## src/rtl/bram_stream_reader.sv

```systemverilog
// Streams a contiguous address range out of a block RAM read port with one-cycle read latency.
// A 2-entry output FIFO absorbs the latency so the stream runs at one word per cycle without backpressure.
module bram_stream_reader #(
   parameter int ADDR_WIDTH = 8,
   parameter int DATA_WIDTH = 16
) (
   input  logic                  clk,
   input  logic                  rst,
   input  logic                  start,
   input  logic [ADDR_WIDTH-1:0] base_addr,
   input  logic [ADDR_WIDTH:0]   len,
   output logic                  busy,
   output logic                  done,
   output logic                  enb,
   output logic [ADDR_WIDTH-1:0] addrb,
   input  logic [DATA_WIDTH-1:0] dob,
   output logic                  out_valid,
   input  logic                  out_ready,
   output logic [DATA_WIDTH-1:0] out_data,
   output logic                  out_last
);

   typedef enum logic [1:0] {S_IDLE, S_RUN, S_DONE} state_t;

   state_t                state_q, state_d;
   logic [ADDR_WIDTH-1:0] iss_addr_q, iss_addr_d;
   logic [ADDR_WIDTH-1:0] addr_hold_q, addr_hold_d;
   logic [ADDR_WIDTH:0]   iss_rem_q, iss_rem_d;
   logic [ADDR_WIDTH:0]   emit_rem_q, emit_rem_d;
   logic                  inflight_q, inflight_d;
   logic [DATA_WIDTH-1:0] fifo0_q, fifo0_d;
   logic [DATA_WIDTH-1:0] fifo1_q, fifo1_d;
   logic                  wr_ptr_q, wr_ptr_d;
   logic                  rd_ptr_q, rd_ptr_d;
   logic [1:0]            count_q, count_d;

   logic                  pop;
   logic                  push;
   logic [2:0]            occ;
   logic                  enb_c;

   assign out_valid = (count_q != 2'd0);
   assign out_data  = rd_ptr_q ? fifo1_q : fifo0_q;
   // The head is the final word exactly when it is the only word left to emit.
   assign out_last  = out_valid && (emit_rem_q == (ADDR_WIDTH+1)'(1));
   assign pop       = out_valid && out_ready;
   assign push      = inflight_q;
   assign occ       = {1'b0, count_q} + {2'b00, inflight_q} - {2'b00, pop};
   assign enb_c     = (state_q == S_RUN) && (iss_rem_q != '0) && (occ < 3'd2);
   assign enb       = enb_c;
   assign addrb     = enb_c ? iss_addr_q : addr_hold_q;
   assign busy      = (state_q == S_RUN);
   assign done      = (state_q == S_DONE);

   always_comb begin
      state_d     = state_q;
      iss_addr_d  = iss_addr_q;
      addr_hold_d = addrb;
      iss_rem_d   = iss_rem_q;
      emit_rem_d  = emit_rem_q;
      inflight_d  = enb_c;
      fifo0_d     = fifo0_q;
      fifo1_d     = fifo1_q;
      wr_ptr_d    = wr_ptr_q;
      rd_ptr_d    = rd_ptr_q;
      count_d     = count_q + {1'b0, push} - {1'b0, pop};

      if (enb_c) begin
         iss_addr_d = iss_addr_q + 1'b1;
         iss_rem_d  = iss_rem_q - 1'b1;
      end
      if (push) begin
         if (wr_ptr_q) fifo1_d = dob;
         else          fifo0_d = dob;
         wr_ptr_d = ~wr_ptr_q;
      end
      if (pop) begin
         rd_ptr_d   = ~rd_ptr_q;
         emit_rem_d = emit_rem_q - 1'b1;
      end

      case (state_q)
         S_IDLE: begin
            if (start) begin
               iss_addr_d = base_addr;
               iss_rem_d  = len;
               emit_rem_d = len;
               state_d    = (len == '0) ? S_DONE : S_RUN;
            end
         end
         S_RUN: begin
            if (pop && out_last) state_d = S_DONE;
         end
         S_DONE:  state_d = S_IDLE;
         default: state_d = S_IDLE;
      endcase
   end

   always_ff @(posedge clk or posedge rst) begin
      if (rst) begin
         state_q     <= S_IDLE;
         iss_addr_q  <= '0;
         addr_hold_q <= '0;
         iss_rem_q   <= '0;
         emit_rem_q  <= '0;
         inflight_q  <= 1'b0;
         fifo0_q     <= '0;
         fifo1_q     <= '0;
         wr_ptr_q    <= 1'b0;
         rd_ptr_q    <= 1'b0;
         count_q     <= 2'd0;
      end else begin
         state_q     <= state_d;
         iss_addr_q  <= iss_addr_d;
         addr_hold_q <= addr_hold_d;
         iss_rem_q   <= iss_rem_d;
         emit_rem_q  <= emit_rem_d;
         inflight_q  <= inflight_d;
         fifo0_q     <= fifo0_d;
         fifo1_q     <= fifo1_d;
         wr_ptr_q    <= wr_ptr_d;
         rd_ptr_q    <= rd_ptr_d;
         count_q     <= count_d;
      end
   end

endmodule

```

## config.mk

```make
export PLATFORM = sky130hd
export DESIGN_NAME = bram_stream_reader
export DESIGN_NICKNAME = d
export VERILOG_FILES = /design/src/rtl/bram_stream_reader.sv
export SDC_FILE = /design/constraint.sdc
export NUM_CORES = 1
export LEC_CHECK = 0
export ABC_CLOCK_PERIOD_IN_PS = 4200
export BUFFER_PORTS_ARGS = -buffer_cell sky130_fd_sc_hd__buf_4
export CAP_MARGIN = 40
export CORE_UTILIZATION = 35
export DETAILED_ROUTE_END_ITERATION = 12
export GPL_TIMING_DRIVEN = 0
export PLACE_DENSITY = 0.61
export SYNTH_ARGS = -nofsm -noshare
export SYNTH_HDL_FRONTEND = slang
export SYNTH_SLANG_ARGS = --single-unit
```

## constraint.sdc

```tcl
create_clock -name clk -period 4.2 [get_ports clk]
set_input_delay 0.84 -clock clk [delete_from_list [all_inputs] [get_ports clk]]
set_output_delay 0.84 -clock clk [all_outputs]
set_load 0.01 [all_outputs]
```

==> results of run 1 <==
placed cells by master (no fill, tap or decap), types with 9 or more instances in the layout:
cell type and n:
dfrtp_1 73, buf_4 66, mux2_2 48, nor2_1 20, nand2_1 18, a31oi_1 10, clkbuf_1 9, a21oi_1 9
clkbuf_8 9
metrics by stage:
stage | worst slack (ns) | area, sq um | utilization
6_report | 0.173 | 4380 | 0.448
5_1_grt | 0.0481 | 4380 | 0.448
4_1_cts | 0.168 | 4380 | 0.448
3_5_place_dp | 0.181 | 4210 | 0.431
3_3_place_gp | 0.200 | 4180 | 0.428
2_1_floorplan | 0.667 | 3520 | -
final cells by class:
| class | count | area, sq um | share of cell area |
|---|---|---|---|
| inverter | 9 | 36.3 | 0.00829 |
| buffer | 12 | 63.8 | 0.0146 |
| timing repair buffer | 66 | 515 | 0.118 |
| sequential | 73 | 1830 | 0.417 |
| clock inverter | 7 | 45.0 | 0.0103 |
| multi-input combinational | 204 | 1600 | 0.366 |
| tap | 133 | 166 | 0.0380 |
| clock buffer | 9 | 124 | 0.0283 |
cell families (layout without fill, tap and decap cells):
kind of cell / count (synthesis) / after routing / synth area share
simple gates: 81 / 81 / 0.124
flops: 73 / 73 / 0.518
mux: 58 / 58 / 0.185
compound gates: 46 / 46 / 0.0848
buf+inv: 21 / 103 / 0.0277
xor+xnor: 13 / 13 / 0.0376
fa+ha+maj: 6 / 6 / 0.0234
power by group:
part | total, mW | internal (mW) | leakage (nW) | switching (mW)
Sequential | 1.29 | 1.06 | 0.848 | 0.232
Combinational | 1.74 | 0.918 | 0.920 | 0.821
Clock | 0.484 | 0.213 | 0.0891 | 0.270
path summary, 6_finish.rpt:
kind | endpoint | start | depth (start not counted) | slack [ns]
max | addrb[3] | out_ready | 10 | 0.17
min | fifo0_q[12]$_DFFE_PP0P_ | rst | 2 | 0.48
max reg2reg | iss_addr_q[6]$_DFF_PP0_ | count_q[1]$_DFF_PP0_ | 9 | 1.28
min reg2reg | addr_hold_q[2]$_DFF_PP0_ | addr_hold_q[2]$_DFF_PP0_ | 2 | 0.48
max in group asynchronous | emit_rem_q[6]$_DFF_PP0_ | rst | 3 | 3.16
min in group clk | addr_hold_q[2]$_DFF_PP0_ | addr_hold_q[2]$_DFF_PP0_ | 2 | 0.48
state kept, by name, summed over array words and instances (netlist names), 2 cells and up:
register and cells:
emit_rem_q 9, addr_hold_q 8, state_q 2, fifo1_q 16, fifo0_q 16, iss_addr_q 8
count_q 2, iss_rem_q 9
routing by layer:
layer | part of all wire | routed length, um | vias up | GRT usage
met5 | 0 | 0 | - | 0
met4 | 0.0086 | 65 | 0 | 0.0527
met2 | 0.48 | 3650 | 71 | 0.258
met1 | 0.46 | 3480 | 1263 | 0.194
li1 | - | - | 1230 | -
met3 | 0.047 | 359 | 7 | 0.0369
==> results.sh, run 1 <==
export IMPL_outcome="finished clean"
export IMPL_drive_above_1_share=0.376
export IMPL_synth_top_area_frac=0.518
export IMPL_crit_arrival_ns=3.19
export IMPL_detail_route_antenna_nets=0
export IMPL_hold_violations=0
export IMPL_synth_flop_cell="dfrtp_1"
export IMPL_nets=418
export IMPL_hold_path_class="input port to asynchronous set/reset pin"
export IMPL_cp_start_kind="input port"
export IMPL_clkSinkCount=73
export IMPL_syn_area_per_cell_sq_um=11.8
export IMPL_ys_seq_elements=73
export IMPL_fin_cells=513
export IMPL_cts_tree="built"
export IMPL_vias_per_cell=5.01
export IMPL_antenna_found_initial=0
export IMPL_fp_dieH_um=102
export IMPL_clk_pin_slew_worst_paths_ns=0.08
export IMPL_yosysMostFrequentCell="dfrtp_1"
export IMPL_drt_total_wl_um=7560
export IMPL_p_leak_nw=1.86
export IMPL_portBuffers=65
export IMPL_slew_headroom=0.543
export IMPL_cp_required_ns=3.36
export IMPL_syn_nets=341
export IMPL_cpPeakStageDelay_ns=0.50
export IMPL_cp_max_fo=10
export IMPL_synth_area_sq_mm=0.00352
export IMPL_hpwl_um=5420
export IMPL_setup_tns_ns=0
export IMPL_path_delay_family="adder cells"
export IMPL_numCtsBuffers=9
export IMPL_n_fill_cell=965
export IMPL_total_power_mw=3.51
export IMPL_ir_drop_mv=0.348
export IMPL_cts_resized=0
export IMPL_wl_per_cell_um=14.7
export IMPL_clockBufferDepth=2
export IMPL_timing_max_cap_violations=0
export IMPL_yosysSeqAreaShare=0.518
export IMPL_grt_overflow_total=0
export IMPL_crit_chain="buf_4 > nand3_1 > o21ai_0 > ha_1 > fa_1 > nor3b_4 > o211ai_4 > buf_6 > mux2_1 > buf_4"
export IMPL_grt_usage=0.154
export IMPL_rsz0062_at_grt="false"
export IMPL_diodes=0
export IMPL_grt_pass1_wl_um=12200
export IMPL_setup_viol=0
export IMPL_first_pass_iters=4
export IMPL_grt_pass1_vias=2539
export IMPL_whs_ns=0.476
export IMPL_drtIter0Drc=135
export IMPL_syn_inst=298
export IMPL_yosys_warnings=0
export IMPL_top_level_ports=66
export IMPL_fmax_ghz=0.248
export IMPL_powerDensity_mw_per_mm2=802
export IMPL_tightest_slew_ns=0.678
export IMPL_dieWidth_um=102
export IMPL_post_route_min_period_ns=4.03
export IMPL_slew_violations=0
export IMPL_place_inst=497
export IMPL_synth_edf_count=0
export IMPL_htreeDepth=3
export IMPL_synth_area_leader_cell="dfrtp_1"
export IMPL_vias=2571
export IMPL_ys_types=46
export IMPL_core_area_sq_mm=0.00977
export IMPL_slowest_stage="fa_1"
export IMPL_die_area_sq_mm=0.0105
export IMPL_grt_max_degree=48
export IMPL_fin_crit_sh=0.959
export IMPL_finalWeightedCongestion=0.851
export IMPL_cp_num_buf_inv=3
export IMPL_holdBufCountCts=0
export IMPL_clkLatencyLatePin_ns=0.34
export IMPL_end_kind="primary output"
export IMPL_synth_top_cells_by_count="73 x dfrtp_1, 48 x mux2_2, 20 x nor2_1, 18 x nand2_1, 10 x a31oi_1"
export IMPL_crit_type="input port to primary output"
export IMPL_yosys_top_cells_area="dfrtp_1 52%, mux2_2 15%, mux2_1 2.6%"
export IMPL_cp_common_cell="buf_4"
export IMPL_post_cts_setup_buffers=0
export IMPL_num_rows=36
export IMPL_start_util=0.361
export IMPL_finClkSkew_ns=0.0128
export IMPL_drc_errors=0
export IMPL_synthToLayoutAreaGrowth_pct=24.2
export IMPL_synthArstFlopShare=1.00
export IMPL_cts_root_buf="clkbuf_8"
No activity file was read; power rests on OpenSTA's default activity.
==> inputs of run 2 (changes only) <==
--- a/config.mk
+++ b/config.mk
@@ -6,12 +6,12 @@
 export NUM_CORES = 1
 export LEC_CHECK = 0
 export ABC_CLOCK_PERIOD_IN_PS = 4200
-export BUFFER_PORTS_ARGS = -buffer_cell sky130_fd_sc_hd__buf_4
 export CAP_MARGIN = 40
 export CORE_UTILIZATION = 35
 export DETAILED_ROUTE_END_ITERATION = 12
+export DONT_BUFFER_PORTS = 1
 export GPL_TIMING_DRIVEN = 0
-export PLACE_DENSITY = 0.61
+export PLACE_DENSITY = 0.55
 export SYNTH_ARGS = -nofsm -noshare
 export SYNTH_HDL_FRONTEND = slang
 export SYNTH_SLANG_ARGS = --single-unit
==> run 2 against run 1 <==
Against the previous run: combinational power shrank 18%; sequential share of layout area grew 4.6 points; non-clock buffer count shrank 65; critical endpoint is now addrb[4]; largest cell class unchanged.
==> results.sh, run 2 (synthesized netlist as in run 1, its figures left out) <==
export IMPL_detail_route_antenna_nets=0
export IMPL_grt_usage=0.149
export IMPL_drt_total_wl_um=7500
export IMPL_fmax_ghz=0.259
export IMPL_comb_power_share=0.429
export IMPL_grt_pass1_vias=2285
export IMPL_clkLatencyLatePin_ns=0.34
export IMPL_p_int_mw=2.07
export IMPL_drive_above_1_share=0.248
export IMPL_slowest_stage="fa_1"
export IMPL_cpPeakStageDelay_ns=0.50
export IMPL_core_area_sq_mm=0.00977
export IMPL_seqPwrFrac=0.386
export IMPL_switching_share=0.382
export IMPL_antenna_found_initial=0
export IMPL_rsz0062_at_grt="false"
export IMPL_crit_chain="buf_4 > nand3_1 > o21ai_0 > ha_1 > fa_1 > nor3b_4 > o211ai_4 > buf_6 > mux2_1"
export IMPL_setup_viol=0
export IMPL_grt_pass1_wl_um=11700
export IMPL_most_common_layout_cells="73 x dfrtp_1, 48 x mux2_2, 20 x nor2_1"
export IMPL_p_sw_mw=1.28
export IMPL_num_rows=36
export IMPL_r2r_start="count_q[1]$_DFF_PP0_"
export IMPL_grt_overflow_total=0
export IMPL_diodes=0
export IMPL_drtIter0Drc=76
export IMPL_holdBufCountCts=0
export IMPL_portBuffers=0
export IMPL_vias_per_cell=5.17
export IMPL_powerDensity_mw_per_mm2=849
export IMPL_synthToLayoutAreaGrowth_pct=11.8
export IMPL_hold_violations=0
export IMPL_cp_required_ns=3.36
export IMPL_timing_max_cap_violations=0
export IMPL_crit_type="flop to primary output"
export IMPL_post_route_min_period_ns=3.86
export IMPL_crit_arrival_ns=3.02
export IMPL_fp_dieH_um=102
export IMPL_setup_tns_ns=0
export IMPL_cts_tree="built"
export IMPL_clockBufferDepth=2
export IMPL_first_pass_iters=4
export IMPL_top_level_ports=66
export IMPL_cts_resized=0
export IMPL_p_leak_nw=1.56
export IMPL_start_util=0.361
export IMPL_nets=353
export IMPL_cp_num_buf_inv=2
export IMPL_finalWeightedCongestion=0.773
export IMPL_largest_registers="fifo0_q: 16 flops, fifo1_q: 16 flops"
export IMPL_htreeDepth=3
export IMPL_slew_violations=0
export IMPL_p_clk_frac=0.185
export IMPL_clkSinkCount=73
export IMPL_hpwl_um=5330
export IMPL_path_delay_family="adder cells"
export IMPL_slew_headroom=0.400
export IMPL_cp_max_fo=10
export IMPL_startpoint="count_q[1]$_DFF_PP0_"
export IMPL_final_common_cell="dfrtp_1"
export IMPL_post_cts_setup_buffers=0
export IMPL_drc_errors=0
export IMPL_numCtsBuffers=9
export IMPL_grt_max_degree=39
export IMPL_wl_per_cell_um=16.8
export IMPL_vias=2315
export IMPL_ir_drop_mv=0.295
export IMPL_outcome="finished clean"
export IMPL_finClkSkew_ns=0.0109
export IMPL_dieWidth_um=102
export IMPL_clk_pin_slew_worst_paths_ns=0.08
export IMPL_fin_util=0.403
export IMPL_fin_crit_sh=0.919
export IMPL_die_area_sq_mm=0.0105
export IMPL_tightest_slew_ns=0.892
export IMPL_cts_root_buf="clkbuf_8"
export IMPL_cp_start_kind="flop"
export IMPL_hold_path_class="input port to asynchronous set/reset pin"
export IMPL_end_kind="primary output"
## run 2: layout make-up
class | count | area [sq um]
plain buffers | 12 | 63.8
repair buffers | 1 | 20.0
multi-input cells | 204 | 1600
fillers | 971 | 5830
clock buffers | 10 | 138
flip-flops and latches | 73 | 1830
inverters | 9 | 36.3
well taps | 133 | 166
clock inverters | 6 | 88.8
## run 2: routing by layer
metal,global-route usage,vias to the layer above,routed length (um)
li1,-,1101,-
met5,0,-,0
met3,0.0534,2,484
met2,0.244,69,3540
met4,0.0374,0,36
met1,0.188,1143,3450
## run 2: power by group through the flow
stage / clock (mW) / sequential (mW) / combinational, mW
after floorplan: 0 / 1.24 / 1.20
after CTS: 0.639 / 1.29 / 1.46
after global routing: 0.667 / 1.34 / 1.59
after detailed placement: 0 / 1.31 / 1.45
final: 0.619 / 1.29 / 1.43
after global placement: 0 / 1.29 / 1.43
## run 2: path summary, 6_finish.rpt
kind | to | slack (ns) | cells past startpoint
worst max-delay path | addrb[4] | 0.34 | 9
worst min-delay path | addr_hold_q[7]$_DFF_PP0_ | 0.38 | 1
min in group clk | wr_ptr_q$_DFFE_PP0P_ | 0.50 | 1
worst max register to register | iss_addr_q[6]$_DFF_PP0_ | 1.22 | 9
worst min register to register | wr_ptr_q$_DFFE_PP0P_ | 0.50 | 1
max in group asynchronous | state_q[1]$_DFFE_PP0P_ | 3.25 | 2
## run 2: through the flow
step	hold WS [ns]	setup WS (ns)	instances	power, mW	cell area (sq um)
final	0.383	0.341	448	3.34	3940
after global routing	0.412	0.185	448	3.60	3940
after CTS	0.395	0.308	448	3.39	3940
after detailed placement	0.482	0.408	432	2.75	3710
after global placement	0.480	0.416	431	2.72	3690
after floorplan	0.463	0.667	298	2.44	3520
==> inputs of run 3 (changes only) <==
--- a/config.mk
+++ b/config.mk
@@ -5,13 +5,14 @@
 export SDC_FILE = /design/constraint.sdc
 export NUM_CORES = 1
 export LEC_CHECK = 0
-export ABC_CLOCK_PERIOD_IN_PS = 4200
+export ABC_CLOCK_PERIOD_IN_PS = 3470
 export CAP_MARGIN = 40
 export CORE_UTILIZATION = 35
 export DETAILED_ROUTE_END_ITERATION = 12
 export DONT_BUFFER_PORTS = 1
 export GPL_TIMING_DRIVEN = 0
-export PLACE_DENSITY = 0.55
+export PLACE_DENSITY = 0.57
+export SLEW_MARGIN = 20
 export SYNTH_ARGS = -nofsm -noshare
 export SYNTH_HDL_FRONTEND = slang
 export SYNTH_SLANG_ARGS = --single-unit
==> constraint.sdc (replaced) <==
create_clock -name clk -period 3.47 [get_ports clk]
set_input_delay 0.694 -clock clk [delete_from_list [all_inputs] [get_ports clk]]
set_output_delay 0.694 -clock clk [all_outputs]
set_load 0.01 [all_outputs]
==> run 3 against run 2 <==
Against the previous run: first-iteration DRC count is 59% lower; die area did not move; clock power up 31%; combinational power is 29% higher; final cell count grew 1.1%; register-to-register slack worse by 0.67 ns; non-clock buffer count is 5 higher; setup slack got worse by 0.14 ns; global-route usage is 0.39 points higher; via count grew 3.7%; clock skew about the same; critical path type unchanged; critical endpoint is now addrb[7].
==> results.sh, run 3 (synthesized netlist as in run 1, its figures left out) <==
export IMPL_crit_type="flop to primary output"
export IMPL_grt_overflow_total=0
export IMPL_cp_required_ns=2.78
export IMPL_first_pass_iters=4
export IMPL_diodes=0
export IMPL_rrSetupSlack_ns=0.55
export IMPL_portBuffers=0
export IMPL_top_level_ports=66
export IMPL_hpwl_um=5350
export IMPL_clk_pin_slew_worst_paths_ns=0.08
export IMPL_detail_route_antenna_nets=0
export IMPL_setup_viol=0
export IMPL_cts_tree="built"
export IMPL_hold_violations=0
export IMPL_outcome="finished clean"
export IMPL_pre_cts_ws_ns=-0.0485
export IMPL_slew_violations=0
export IMPL_ir_drop_mv=0.534
export IMPL_r2r_start="count_q[1]$_DFF_PP0_"
export IMPL_n_fill_cell=950
export IMPL_drive_above_1_share=0.300
export IMPL_wl_per_cell_um=16.7
export IMPL_clockBufferDepth=2
export IMPL_finalWeightedCongestion=0.809
export IMPL_hold_path_class="input port to asynchronous set/reset pin"
export IMPL_crit_arrival_ns=2.58
export IMPL_fin_crit_sh=0.944
export IMPL_post_route_min_period_ns=3.27
export IMPL_drc_errors=0
export IMPL_drt_total_wl_um=7550
export IMPL_timing_max_cap_violations=0
export IMPL_core_area_sq_mm=0.00977
export IMPL_setup_tns_ns=0
export IMPL_grt_pass1_vias=2341
export IMPL_vias=2401
export IMPL_startpoint="count_q[1]$_DFF_PP0_"
export IMPL_grt_max_degree=46
export IMPL_htreeDepth=3
export IMPL_vias_per_cell=5.30
export IMPL_fin_ws_ns=0.196
export IMPL_dieWidth_um=102
export IMPL_num_rows=36
export IMPL_grt_pass1_wl_um=11900
export IMPL_synthToLayoutAreaGrowth_pct=14.3
export IMPL_place_inst=432
export IMPL_final_common_cell="dfrtp_1"
export IMPL_largest_registers="fifo0_q: 16 flops, fifo1_q: 16 flops"
export IMPL_cp_start_kind="flop"
export IMPL_cp_max_fo=10
export IMPL_powerDensity_mw_per_mm2=1050
export IMPL_die_area_sq_mm=0.0105
export IMPL_slew_headroom=0.416
export IMPL_grt_usage=0.153
export IMPL_tightest_slew_ns=0.867
export IMPL_drtIter0Drc=31
export IMPL_most_common_layout_cells="73 x dfrtp_1, 55 x mux2_2, 20 x nor2_1"
export IMPL_fin_cells=453
export IMPL_end_kind="primary output"
export IMPL_antenna_found_initial=0
export IMPL_clkLatencyLatePin_ns=0.35
export IMPL_fp_dieH_um=102
export IMPL_clkSinkCount=73
export IMPL_numCtsBuffers=9
export IMPL_nets=358
export IMPL_finClkSkew_ns=0.0112
export IMPL_p_leak_nw=1.60
export IMPL_start_util=0.361
export IMPL_cts_root_buf="clkbuf_8"
export IMPL_fmax_ghz=0.305
## run 3: through the flow
step	util	power [mW]	cell area, sq um	hold WS, ns
6_report	0.412	4.23	4030	0.207
5_1_grt	0.412	4.55	4030	0.219
4_1_cts	0.411	4.28	4010	0.203
3_5_place_dp	0.381	3.34	3720	0.482
3_3_place_gp	0.378	3.29	3690	0.481
2_1_floorplan	-	2.95	3520	0.463
## run 3: final cells by class
cell class	instances	area, sq um	share of cell area
clock inverter	7	118	0.0292
timing repair buffer	6	65.1	0.0162
multi-input combinational	204	1630	0.404
inverter	9	36.3	0.00901
sequential	73	1830	0.454
clock buffer	9	124	0.0308
buffer	12	63.8	0.0158
tap	133	166	0.0413
## run 3: metal layers
layer / track usage / vias up / part of all wire
li1: - / 1120 / -
met1: 0.193 / 1199 / 0.44
met2: 0.241 / 74 / 0.48
met3: 0.0581 / 8 / 0.068
met4: 0.0527 / 0 / 0.010
met5: 0 / - / 0
## run 3: worst paths after layout
path | end | cells past startpoint
setup / recovery | addrb[7] | 9
hold / removal | fifo0_q[9]$_DFFE_PP0P_ | 1
setup reg to reg | iss_addr_q[6]$_DFF_PP0_ | 12
hold reg to reg | wr_ptr_q$_DFFE_PP0P_ | 1
max in group asynchronous | state_q[0]$_DFFE_PP0P_ | 2
min in group clk | iss_addr_q[2]$_DFF_PP0_ | 2
## run 3: worst max-delay path, stage by stage (launching register included)
cell and delay [ns]:
dfrtp_1 0.34, buf_4 0.17, nand3_2 0.12, o21ai_2 0.08
ha_2 0.20, fa_2 0.46, nor3b_4 0.27, o211ai_4 0.11
buf_6 0.16, mux2_2 0.31
## run 3: timing repair
item | 4_1_cts | 5_1_grt
endpoints found under the hold margin | 0 | 0
gates resized for setup | 11 | 4
hold buffers | 0 | 0
buffers inserted | 4 | 1
pin swaps | 3 | 3
cloned | 0 | 0
setup endpoints to repair | 9 | 9
## run 3: power by group
part	total (mW)	switching (mW)	internal, mW
registers	1.56	0.283	1.28
clock network	0.812	0.333	0.479
logic	1.85	0.965	0.890
total	4.23	1.58	2.65
